[config.mk]
export PLATFORM = sky130hd
export DESIGN_NAME = ram_program_loader
export DESIGN_NICKNAME = d
export VERILOG_FILES = /design/src/rtl/ram_program_loader.sv
export SDC_FILE = /design/constraint.sdc
export NUM_CORES = 1
export LEC_CHECK = 0
export CORE_ASPECT_RATIO = 1.2
export CORE_MARGIN = 1.5
export CORE_UTILIZATION = 35
export DETAILED_ROUTE_END_ITERATION = 6
export SYNTH_ARGS = -nofsm -noshare
export SYNTH_HDL_FRONTEND = slang
export SYNTH_SLANG_ARGS = --single-unit
[constraint.sdc]
create_clock -name clk -period 2.7 [get_ports clk]
set_input_delay 0.675 -clock clk [delete_from_list [all_inputs] [get_ports clk]]
set_output_delay 0.675 -clock clk [all_outputs]
set_load 0.005 [all_outputs]
[src/rtl/ram_program_loader.sv]
// Byte-stream loader for the CPU program/data RAM: parses HDR, count, hi/lo word pairs and an
// XOR checksum, writes each word from address 0 upward, and holds the CPU in reset until a good frame lands.
module ram_program_loader #(
  parameter int          ADDR_W = 6,
  parameter int          DATA_W = 14,
  parameter int          WORDS  = 64,
  parameter logic [7:0]  HDR    = 8'hA5
) (
  input  logic              clk,
  input  logic              rst,
  input  logic              start,
  input  logic [7:0]        in_data,
  input  logic              in_valid,
  output logic              in_ready,
  output logic [ADDR_W-1:0] ram_addr,
  output logic [DATA_W-1:0] ram_data,
  output logic              ram_write,
  output logic              cpu_hold,
  output logic              done,
  output logic              err
);

  localparam int HI_W  = DATA_W - 8;
  localparam int CNT_W = ADDR_W + 1;

  typedef enum logic [3:0] {
    S_IDLE, S_SYNC, S_CNT, S_HI, S_LO, S_WR, S_CHK, S_DONE, S_ERR
  } state_t;

  state_t            state;
  logic [CNT_W-1:0]  wcnt;
  logic [CNT_W-1:0]  remaining;
  logic [HI_W-1:0]   hi_byte;
  logic [7:0]        chk;
  logic              xfer;

  assign xfer     = in_valid & in_ready;
  // Counter is one bit wider so it can hold N after the last word without wrapping.
  assign ram_addr = wcnt[ADDR_W-1:0];

  function automatic logic count_ok(input logic [7:0] b);
    return (b != 8'd0) && (int'(b) <= WORDS);
  endfunction

  function automatic logic hi_ok(input logic [7:0] b);
    return b[7:HI_W] == '0;
  endfunction

  always_ff @(posedge clk) begin
    if (!rst) begin
      state     <= S_IDLE;
      in_ready  <= 1'b0;
      ram_write <= 1'b0;
      ram_data  <= '0;
      wcnt      <= '0;
      remaining <= '0;
      hi_byte   <= '0;
      chk       <= '0;
      cpu_hold  <= 1'b1;
      done      <= 1'b0;
      err       <= 1'b0;
    end else begin
      ram_write <= 1'b0;
      case (state)
        S_IDLE, S_DONE, S_ERR: begin
          if (start) begin
            state    <= S_SYNC;
            in_ready <= 1'b1;
            cpu_hold <= 1'b1;
            done     <= 1'b0;
            err      <= 1'b0;
            wcnt     <= '0;
            chk      <= '0;
          end
        end
        S_SYNC: begin
          if (xfer && in_data == HDR) state <= S_CNT;
        end
        S_CNT: begin
          if (xfer) begin
            if (count_ok(in_data)) begin
              state     <= S_HI;
              remaining <= in_data[CNT_W-1:0];
            end else begin
              state    <= S_ERR;
              err      <= 1'b1;
              in_ready <= 1'b0;
            end
          end
        end
        S_HI: begin
          if (xfer) begin
            hi_byte <= in_data[HI_W-1:0];
            chk     <= chk ^ in_data;
            if (hi_ok(in_data)) begin
              state <= S_LO;
            end else begin
              state    <= S_ERR;
              err      <= 1'b1;
              in_ready <= 1'b0;
            end
          end
        end
        S_LO: begin
          if (xfer) begin
            chk       <= chk ^ in_data;
            ram_data  <= {hi_byte, in_data};
            ram_write <= 1'b1;
            in_ready  <= 1'b0;
            state     <= S_WR;
          end
        end
        S_WR: begin
          // Write strobe is high this cycle; advance to the next word slot.
          wcnt      <= wcnt + CNT_W'(1);
          remaining <= remaining - CNT_W'(1);
          in_ready  <= 1'b1;
          state     <= (remaining == CNT_W'(1)) ? S_CHK : S_HI;
        end
        S_CHK: begin
          if (xfer) begin
            in_ready <= 1'b0;
            if (in_data == chk) begin
              state    <= S_DONE;
              done     <= 1'b1;
              cpu_hold <= 1'b0;
            end else begin
              state <= S_ERR;
              err   <= 1'b1;
            end
          end
        end
        default: begin
          state    <= S_IDLE;
          in_ready <= 1'b0;
        end
      endcase
    end
  end

endmodule
==> metrics.cfg <==
[sta]
clock_skew_ns = 0.00475
fin_crit_sh = 0.963
hold_viol = 0
finalWorstSetupSlack_ns = 0.0990
setup_viol = 0
fmax_mhz = 384
finalCriticalPeriod_ns = 2.60
rsz0062_at_grt = false
relSlewSlack = 0.551
slew_viol_final = 0
tns_ns = 0
worst_pin_slew_ns = 0.673

[die]
io_pins = 37
core-area_um2 = 7230
rows = 34
die_w_um = 81.6
die_h_um = 97.3
start_util = 0.359
die_area_um2 = 7940

[route]
drt-pass1-iter-count = 4
viasPerCell = 5.40
wl_per_cell_um = 14.3
drc = 0
antenna_left = 0
wl_um = 6690
num_vias = 2533
drt_iter0_drc = 143

[finish]
layout-drive-gt1-share = 0.121
syn2layout_area_growth_pct = 26.5
final_common_cell = dfxtp_1
fin_nets = 393
diodes = 0
layout_common_cells = dfxtp_1, a21oi_1, nand2_1

[power_and_ir_drop]
leakagePower_nw = 1.12
pwr_density_cell_nw_per_um2 = 556
ir_worst_vdd_v = 0.000270

[setup_path]
critical_path_class = input port to register
path_max_fanout = 4
worst_ep_arrival_time_ns = 2.80
crit_path_end_kind = register
r2r-end = err
r2r_cells = 6
required_ns = 2.89
cp-start-kind = input port
r2r-start = state[1]
reg2reg_slack_ns = 0.43

[logic_synthesis]
synthArstFlopShare = 0
synth-seq-cells = 50
synthCells = 330
synth_cell_type_count = 51
syn_area_per_cell_um2 = 7.86
synth_top_cell_by_area = dfxtp_1
synth_seq_area_share = 0.386
synth_top_flop_cell = dfxtp_1
synthesis.nets = 345
ys_top_cells_by_area = dfxtp_1, a21oi_1, nand2_1
netlist.area_leader.share = 0.386
syn_area_um2 = 2590
ys_warn_count = 0
synth_edf_count = 0

[hold_path]
min_path_type = register to register
whs_endpoint = ram_data[5]
whs_path_depth = 2
min_from = ram_data[5]

[cts]
cts_hold_buf = 0
cts_buffers = 5
cts_tree = done
htree_levels = 2
clockBufferDepth = 2
post_cts_resized = 0
cts_setup_buffers = 0
cts.sinks = 50
worstSkewPairLatency_ns = 0.31
cts_root_buf = clkbuf_8
cts.reportedPaths.clkPinSlew_ns = 0.10

[global_route]
grt_pass1_vias = 2330
track_usage = 0.179
grt_first_pass_wirelength_um = 11300
grt_overflow_total = 0
grt_max_degree = 30
antenna_found_initial = 0

[outcome]
status = completed

[place]
place_ws_ns = -0.246
gp_congestion = 0.888
io_buffers = 36
post-dp-hpwl_um = 4840

[run]
drv_cap = 0

==> where the power goes <==
group          total [mW]  switching, mW  internal (mW)
Combinational       0.498          0.271          0.226
Clock               0.485          0.273          0.212
Sequential          0.845         0.0763          0.768
Total                1.83          0.621           1.21
==> layer usage <==
layer | vias to the layer above | track usage | part of all wire
met5 | - | 0 | 0
met3 | 18 | 0.0329 | 0.050
met2 | 79 | 0.269 | 0.46
met4 | 0 | 0.0782 | 0.032
met1 | 1172 | 0.246 | 0.46
li1 | 1264 | - | -
==> cell usage after synthesis, types with 6 or more instances <==
library cell	instances
dfxtp_1	50
a21oi_1	48
nand2_1	44
nor2_1	31
clkbuf_1	19
o21ai_0	19
mux2i_1	9
xnor2_1	9
nand3_1	8
nand3b_1	8
inv_1	6
==> critical path, cell delays in order <==
cell	delay [ns]
clkdlybuf4s50_1	0.43
or3_4	0.42
or4_4	0.54
a311oi_4	0.39
mux2i_1	0.24
o22ai_1	0.10
==> how the worst max path moves through the flow <==
stage / start / end / slack, ns / depth (start not counted)
final: in_data[4] / state[1] / 0.1 / 6
after global routing: in_data[4] / state[1] / 0.04 / 6
after CTS: in_data[4] / state[1] / 0.1 / 6
after detailed placement: in_data[4] / state[1] / -0.25 / 6
after global placement: in_data[4] / state[1] / -0.22 / 6
after floorplan: in_data[1] / state[1] / 0.21 / 6
==> cell families (layout without fill, tap and decap cells) <==
family / count (synthesis) / after routing / synth area share
AND/OR/NAND/NOR: 132 / 132 / 0.259
AO/OA/AOI/OAI: 96 / 96 / 0.223
flip-flops: 50 / 50 / 0.386
buffers and inverters: 30 / 79 / 0.0477
multiplexers: 10 / 10 / 0.0391
XOR/XNOR: 9 / 9 / 0.0304
adder cells (fa/ha/maj): 3 / 3 / 0.0145
==> stage by stage <==
step	total power, mW	instances	instance area (um2)	hold WS, ns	util
2_1_floorplan	1.17	330	2590	0.431	-
3_3_place_gp	1.35	461	3180	0.442	0.440
3_5_place_dp	1.35	461	3180	0.449	0.440
4_1_cts	1.84	469	3280	0.466	0.454
5_1_grt	1.92	469	3280	0.480	0.454
6_report	1.83	469	3280	0.460	0.454
==> sequential cells by signal, indices dropped and copies added (netlist names), 4 cells and up <==
register   cells
ram_data      14
chk            8
remaining      7
hi_byte        6
wcnt           6
state          4
==> final cells by class <==
| class | instances | area [um2] |
|---|---|---|
| Inverter | 6 | 22.5 |
| Clock inverter | 2 | 16.3 |
| Multi-Input combinational cell | 250 | 1470 |
| Fill cell | 736 | 3950 |
| Timing Repair Buffer | 65 | 578 |
| Tap cell | 90 | 113 |
| Clock buffer | 6 | 82.6 |
| Sequential cell | 50 | 1000 |
(Power assumes the default switching activity.)
